File: src/rtl/rv32i_types.sv
// Shared RV32I pipeline types: hazard controller state and per-stage
// register control (load enable plus NOP-insert flush).
package rv32i_types;

  typedef enum logic {
    RUN    = 1'b0,
    SQUASH = 1'b1
  } hazard_state_t;

  typedef struct packed {
    logic load;
    logic flush;
  } stage_ctrl_t;

  localparam stage_ctrl_t STAGE_HOLD   = '{load: 1'b0, flush: 1'b0};
  localparam stage_ctrl_t STAGE_ADV    = '{load: 1'b1, flush: 1'b0};
  localparam stage_ctrl_t STAGE_BUBBLE = '{load: 1'b1, flush: 1'b1};
  localparam stage_ctrl_t STAGE_RESET  = '{load: 1'b0, flush: 1'b1};

endpackage

File: src/rtl/hazard_perf_counter.sv
// Single saturating event counter; sticks at all-ones, cleared by rst.
module hazard_perf_counter #(
  parameter int W = 32
) (
  input  logic         clk,
  input  logic         rst,
  input  logic         inc,
  output logic [W-1:0] cnt
);

  always_ff @(posedge clk) begin
    if (rst) begin
      cnt <= '0;
    end else if (inc && (cnt != {W{1'b1}})) begin
      cnt <= cnt + W'(1);
    end
  end

endmodule

File: src/rtl/pipeline_hazard_ctrl.sv
// Stall/flush controller for the 5-stage RV32I pipeline, with redirect
// squash of in-flight fetches. Optional counters under HAZARD_PERF_CNT_EN.
module pipeline_hazard_ctrl
  import rv32i_types::*;
#(
  parameter int PC_WIDTH  = 32,
  parameter int CNT_WIDTH = 32
) (
  input  logic                clk,
  input  logic                rst,
  input  logic                load_use_hazard,
  input  logic                imem_read,
  input  logic                imem_resp,
  input  logic                dmem_read,
  input  logic                dmem_write,
  input  logic                dmem_resp,
  input  logic                redirect_valid,
  input  logic [PC_WIDTH-1:0] redirect_target,
  output logic                pc_load,
  output logic                pc_sel,
  output logic [PC_WIDTH-1:0] pc_redirect,
  output logic                load_if_id,
  output logic                load_id_ex,
  output logic                load_ex_mem,
  output logic                load_mem_wb,
  output logic                flush_if_id,
  output logic                flush_id_ex,
  output logic                flush_ex_mem,
  output logic                ibuf_load,
  output logic                ibuf_sel
`ifdef HAZARD_PERF_CNT_EN
  ,
  output logic [CNT_WIDTH-1:0] cnt_dstall,
  output logic [CNT_WIDTH-1:0] cnt_luse,
  output logic [CNT_WIDTH-1:0] cnt_istall,
  output logic [CNT_WIDTH-1:0] cnt_flush
`endif
);

  hazard_state_t       fsm, fsm_n;
  logic                ibuf_valid;
  logic [PC_WIDTH-1:0] redir_q;

  logic        d_stall, i_done, i_stall;
  logic        latch_redir, take_redir;
  stage_ctrl_t if_id_c, id_ex_c, ex_mem_c, mem_wb_c;

  assign d_stall = (dmem_read | dmem_write) & ~dmem_resp;
  assign i_done  = ibuf_valid | (imem_read & imem_resp);
  assign i_stall = imem_read & ~i_done;

  always_comb begin
    pc_load     = 1'b0;
    pc_sel      = 1'b0;
    if_id_c     = STAGE_HOLD;
    id_ex_c     = STAGE_HOLD;
    ex_mem_c    = STAGE_HOLD;
    mem_wb_c    = STAGE_HOLD;
    fsm_n       = fsm;
    latch_redir = 1'b0;
    take_redir  = 1'b0;
    if (rst) begin
      if_id_c  = STAGE_RESET;
      id_ex_c  = STAGE_RESET;
      ex_mem_c = STAGE_RESET;
      mem_wb_c = STAGE_RESET;
    end else if (!d_stall) begin
      // A data miss freezes the whole pipe; everything below assumes MEM moves.
      if (fsm == RUN) begin
        if (load_use_hazard) begin
          ex_mem_c = STAGE_BUBBLE;
          mem_wb_c = STAGE_ADV;
        end else if (redirect_valid && i_stall) begin
          id_ex_c     = STAGE_BUBBLE;
          ex_mem_c    = STAGE_ADV;
          mem_wb_c    = STAGE_ADV;
          latch_redir = 1'b1;
          fsm_n       = SQUASH;
        end else if (redirect_valid) begin
          pc_load    = 1'b1;
          pc_sel     = 1'b1;
          if_id_c    = STAGE_BUBBLE;
          id_ex_c    = STAGE_BUBBLE;
          ex_mem_c   = STAGE_ADV;
          mem_wb_c   = STAGE_ADV;
          take_redir = 1'b1;
        end else if (i_stall) begin
          id_ex_c  = STAGE_BUBBLE;
          ex_mem_c = STAGE_ADV;
          mem_wb_c = STAGE_ADV;
        end else begin
          pc_load  = 1'b1;
          if_id_c  = STAGE_ADV;
          id_ex_c  = STAGE_ADV;
          ex_mem_c = STAGE_ADV;
          mem_wb_c = STAGE_ADV;
        end
      end else begin
        id_ex_c  = STAGE_BUBBLE;
        ex_mem_c = STAGE_ADV;
        mem_wb_c = STAGE_ADV;
        // The fetch that was outstanding at the redirect is stale: drop it.
        if (i_done) begin
          if_id_c = STAGE_BUBBLE;
          pc_load = 1'b1;
          pc_sel  = 1'b1;
          fsm_n   = RUN;
        end
      end
    end
  end

  assign pc_redirect  = (fsm == SQUASH) ? redir_q : redirect_target;
  assign load_if_id   = if_id_c.load;
  assign load_id_ex   = id_ex_c.load;
  assign load_ex_mem  = ex_mem_c.load;
  assign load_mem_wb  = mem_wb_c.load;
  assign flush_if_id  = if_id_c.flush;
  assign flush_id_ex  = id_ex_c.flush;
  assign flush_ex_mem = ex_mem_c.flush;

  // A returning fetch that IF/ID cannot take this cycle is parked in the buffer.
  assign ibuf_load = ~rst & imem_resp & ~if_id_c.load;
  assign ibuf_sel  = ~rst & ibuf_valid;

  always_ff @(posedge clk) begin
    if (rst) begin
      fsm        <= RUN;
      ibuf_valid <= 1'b0;
      redir_q    <= '0;
    end else begin
      fsm <= fsm_n;
      if (latch_redir) redir_q <= redirect_target;
      if (if_id_c.load) ibuf_valid <= 1'b0;
      else if (ibuf_load) ibuf_valid <= 1'b1;
    end
  end

`ifdef HAZARD_PERF_CNT_EN
  logic luse_evt, istall_evt, flush_evt;

  assign luse_evt   = ~rst & ~d_stall & (fsm == RUN) & load_use_hazard;
  assign istall_evt = ~rst & ~d_stall & i_stall & ~luse_evt;
  assign flush_evt  = latch_redir | take_redir;

  hazard_perf_counter #(.W(CNT_WIDTH)) u_cnt_dstall (
    .clk(clk), .rst(rst), .inc(~rst & d_stall), .cnt(cnt_dstall)
  );
  hazard_perf_counter #(.W(CNT_WIDTH)) u_cnt_luse (
    .clk(clk), .rst(rst), .inc(luse_evt), .cnt(cnt_luse)
  );
  hazard_perf_counter #(.W(CNT_WIDTH)) u_cnt_istall (
    .clk(clk), .rst(rst), .inc(istall_evt), .cnt(cnt_istall)
  );
  hazard_perf_counter #(.W(CNT_WIDTH)) u_cnt_flush (
    .clk(clk), .rst(rst), .inc(flush_evt), .cnt(cnt_flush)
  );
`else
  if (CNT_WIDTH > 0) begin : g_no_perf
  end
`endif

endmodule

File: config.mk
export PLATFORM = sky130hd
export DESIGN_NAME = pipeline_hazard_ctrl
export DESIGN_NICKNAME = d
export VERILOG_FILES = /design/src/rtl/rv32i_types.sv /design/src/rtl/hazard_perf_counter.sv /design/src/rtl/pipeline_hazard_ctrl.sv
export SDC_FILE = /design/constraint.sdc
export NUM_CORES = 1
export LEC_CHECK = 0
export BUFFER_PORTS_ARGS = -buffer_cell sky130_fd_sc_hd__buf_4
export CAP_MARGIN = 15
export CORE_UTILIZATION = 55
export CTS_BUF_LIST = sky130_fd_sc_hd__clkbuf_4 sky130_fd_sc_hd__clkbuf_8
export DETAILED_ROUTE_END_ITERATION = 16
export PLACE_DENSITY = 0.88
export SYNTH_ARGS = -nofsm -noshare
export SYNTH_HDL_FRONTEND = slang
export SYNTH_SLANG_ARGS = --single-unit
File: constraint.sdc
create_clock -name clk -period 4.66 [get_ports clk]
set_clock_uncertainty 0.15 [all_clocks]
set_input_delay 0.932 -clock clk [delete_from_list [all_inputs] [get_ports clk]]
set_output_delay 0.932 -clock clk [all_outputs]
set_load 0.005 [all_outputs]
Word level (Yosys, flattened, before mapping)
Index checks and enable logic that the tools add are counted.
W data, S select, Z words.
{"block": "word_totals", "out_inout_bits": 43, "elab_cells": 60, "reg_bits": 34}
{"block": "classes", "n_mux": 43, "reduce_logical": 2, "bitwise_logic": 12}
{"cell": "$mux W2", "count": 17}
{"cell": "$mux W32", "count": 1}
{"cell": "$mux W1", "count": 25}
{"cell": "$and A1 B1 Y1", "count": 6}
{"cell": "$not A1 Y1", "count": 4}
{"cell": "$or A1 B1 Y1", "count": 2}
{"cell": "$reduce_or A2 Y1", "count": 1}
{"cell": "$logic_and A1 B1 Y1", "count": 1}

Longest topological paths before layout
{"block": "depth", "depth_word": 13, "ltp_mapped": 5, "depth_no_buf": 3}

Least setup slack after synthesis
OpenSTA, ideal clock, no wires.
{"block": "synth_timing", "path_kind": "input to output", "startpoint": "in dmem_write", "endpoint": "out pc_load", "setup_slack_ns": 1.526, "stages": 5, "arrival_time_ns": 2.052, "path_cell_list": "o21ba_2 -> buf_4 -> or2_2 -> a211oi_1 -> buf_4"}
{"block": "synth_via", "elab_chain_len": 4}
{"item": "start: declaration", "line": "pipeline_hazard_ctrl.sv:15", "text": "input logic dmem_write,"}
{"item": "$or A1 B1 Y1", "line": "pipeline_hazard_ctrl.sv:48", "text": "assign d_stall = (dmem_read | dmem_write) & ~dmem_resp;"}
{"item": "$and A1 B1 Y1", "line": "pipeline_hazard_ctrl.sv:48"}
{"item": "$mux W1", "line": "pipeline_hazard_ctrl.sv:67", "text": "end else if (!d_stall) begin"}
{"item": "$mux W1", "line": "pipeline_hazard_ctrl.sv:62", "text": "if (rst) begin"}
{"item": "end: declaration", "line": "pipeline_hazard_ctrl.sv:19", "text": "output logic pc_load,"}
No other way between the ends.

Worst setup path after layout
{"block": "layout_timing", "startpoint": "in dmem_write", "endpoint": "out load_if_id"}
{"block": "layout_via", "elab_chain_len": 4}
{"item": "$or A1 B1 Y1", "line": "pipeline_hazard_ctrl.sv:48"}
{"item": "$and A1 B1 Y1", "line": "pipeline_hazard_ctrl.sv:48"}
{"item": "$mux W2", "line": "pipeline_hazard_ctrl.sv:67"}
{"item": "$mux W2", "line": "pipeline_hazard_ctrl.sv:62"}
{"item": "end: declaration", "line": "pipeline_hazard_ctrl.sv:22", "text": "output logic load_if_id,"}
No other way between the ends.

==> flow_metrics.tcl <==
set metrics [dict create \
    outcome "finished, final reports clean" \
    grt_pass1_vias 1910 \
    endpoint "load_if_id" \
    cts_buffers 5 \
    setup_viol 0 \
    syn_nets 265 \
    rows 22 \
    cp.arrival_ps 2040 \
    postCtsSetupBuffers 0 \
    multi_input_area_mm2 0.00133 \
    hold-worst-slack_ps 314 \
    antenna_found_initial 0 \
    post-route-min-period_ps 3120 \
    place_congestion 0.798 \
    dp_slack_ps 1530 \
    slew_viol_final 0 \
    layout.cells.most_common_list "buf_4, a21oi_1, dfxtp_1" \
    setup-tns-final_ps 0 \
    clk_pin_slew_ps 60 \
    r2r_start "fsm$_SDFFE_PP0N_" \
    hold_violations 0 \
    vdd.ir_drop.worst_mv 0.212 \
    yosysSeqAreaShare_pct 30.9 \
    stdcell_count 334 \
    cts_num_sinks 34 \
    ys_warn_count 0 \
    io-pin-count 84 \
    drtPass1Iterations 4 \
    synthDistinctLibCells 25 \
    grt_start_max_net_pins 44 \
    worst_path_max_delay_cell "or2_2" \
    routedWlPerCell_um 16.2 \
    cpMostUsedCell "buf_4" \
    path_class "in2out" \
    power_density_mw_per_mm2 236 \
    cts_tree "built" \
    avgSynthCellArea_um2 9.83 \
    cpPeakStageDelay_ps 330 \
    layout_commonest_cell "buf_4" \
    cts_max_level 2 \
    max_slew.worst_pin.slew_ps 1040 \
    dp_cells 328 \
    grt_overflow 0 \
    worstSetupStartpoint "dmem_write" \
    drcViolationCount 0 \
    start_kind "input port" \
    critPathMaxFanout 7 \
    root_buffer "clkbuf_8" \
    nets 328 \
    cts_resized 0 \
    die_w_um 65.3 \
    relSlewSlack_pct 30.7 \
    cts_max_path_buffers 2 \
    syn_area_mm2 0.00220 \
    track_usage_pct 26.4 \
    antenna_left 0 \
    routed_wl_mm 5.41 \
    num_vias 2046 \
    numPortBuffers 83 \
    dieArea_mm2 0.00426 \
    diodes 0 \
    regArea_um2 682 \
    hold_buffers 0 \
    first_iter_violations 185 \
    reg2reg_depth 3 \
    via_per_inst 6.13 \
    grt_util_met3_pct 4.69 \
    period_share_pct 67.0 \
    worstSkewPairLatency_ps 280 \
    use_met1_pct 32.5 \
    busiest_layer "met2" \
    syn_inst 224 \
    fp.coreArea_mm2 0.00374 \
    leakage_nw 1.01 \
    fmax_ghz 0.320 \
    area_growth_pct 28.0 \
    dpl.hpwl_mm 3.43 \
    drive_gt1_share_pct 57.7 \
    reg2reg_setup_slack_ps 2610 \
    r2r-end "redir_q[4]$_SDFFE_PP0P_" \
    setup_slack_ps 1540 \
    max_cap_violations 0 \
    worstPathRequired_ps 3580 \
    endpoint_kind "primary output" \
    die_height_um 65.3 \
    path_cells "buf_4, o21ba_2, or2_2, a211oi_1, buf_4" \
    nFillCells 288 \
    hold_class "reg2reg" \
    ys_ff_latch 34 \
    grt_pass1_wl_mm 8.87 \
    initial_core_util_pct 58.8 \
    rsz0062_at_grt "false" \
    globalRouteMet2Util_pct 46.0 \
]
-- critical path, delay by kind of cell --
family | cells | cell delay, ps
buffers and inverters | 2 | 280
and+or+nand+nor | 1 | 330
AOI/OAI and AO/OA | 2 | 500
-- through the flow --
stage	power, W	area (um^2)	utilization, %
after CTS	0.000667	2820	75.2
after global placement	0.000460	2730	73.0
after detailed placement	0.000461	2730	73.0
after floorplan	0.000394	2200	-
after global routing	0.000694	2820	75.2
final	0.000665	2820	75.2
-- routing by layer --
layer	wire, um	vias up
met3	350	9
met4	72	0
li1	-	997
met1	2340	967
met5	0	-
met2	2640	73
-- kinds of logic (layout without fill, tap and decap cells) --
family	after synthesis	after routing	share of synthesized area [%]
AO/OA/AOI/OAI	75	75	28.6
AND/OR/NAND/NOR	51	51	14.8
flip-flops	34	34	30.9
multiplexers	32	32	16.4
buffers and inverters	32	94	9.32
-- synth_stat cells, drive strengths merged --
cell | number | area (um^2)
a21oi | 34 | 170
dfxtp | 34 | 681
mux2 | 32 | 360
nand4 | 32 | 200
o31ai | 32 | 390
buf | 21 | 164
clkbuf | 11 | 41.3
nor3 | 4 | 20.0
nor3b | 4 | 40.0
nor2 | 3 | 11.3
nor2b | 3 | 18.8
o21bai | 3 | 22.5
a211oi | 2 | 15.0
or2 | 2 | 12.5
or3b | 2 | 17.5
a21o | 1 | 7.51
nand3 | 1 | 5.00
o21ai | 1 | 5.00
o21ba | 1 | 10.0
o2bb2ai | 1 | 8.76
-- where the power goes --
| part | total (W) | switching [W] | internal [W] |
|---|---|---|---|
| clock | 0.000209 | 0.0000951 | 0.000114 |
| combinational | 0.000156 | 0.0000797 | 0.0000763 |
| sequential | 0.000300 | 0.00000463 | 0.000295 |
| total | 0.000665 | 0.000179 | 0.000485 |
-- flip-flops by register name, indices dropped and copies added (netlist names) --
name        flops
redir_q        32
fsm             1
ibuf_valid      1
-- cell type report --
class	instances	share of cell area [%]
Multi-Input combinational cell	158	47.3
Timing Repair Buffer	88	23.5
Sequential cell	34	24.2
Clock buffer	6	2.93
Tap cell	48	2.13
-- how the worst min path moves through the flow --
stage | start | endpoint | slack [ps] | cells past startpoint
2_1_floorplan | redir_q[16]$_SDFFE_PP0P_ | redir_q[16]$_SDFFE_PP0P_ | 290 | 2
3_5_place_dp | redir_q[7]$_SDFFE_PP0P_ | redir_q[7]$_SDFFE_PP0P_ | 310 | 2
5_1_grt | redir_q[24]$_SDFFE_PP0P_ | redir_q[24]$_SDFFE_PP0P_ | 340 | 2
6_report | redir_q[7]$_SDFFE_PP0P_ | redir_q[7]$_SDFFE_PP0P_ | 310 | 2
3_3_place_gp | redir_q[5]$_SDFFE_PP0P_ | redir_q[5]$_SDFFE_PP0P_ | 300 | 2
4_1_cts | redir_q[17]$_SDFFE_PP0P_ | redir_q[17]$_SDFFE_PP0P_ | 320 | 2
(Power assumes the default switching activity.)
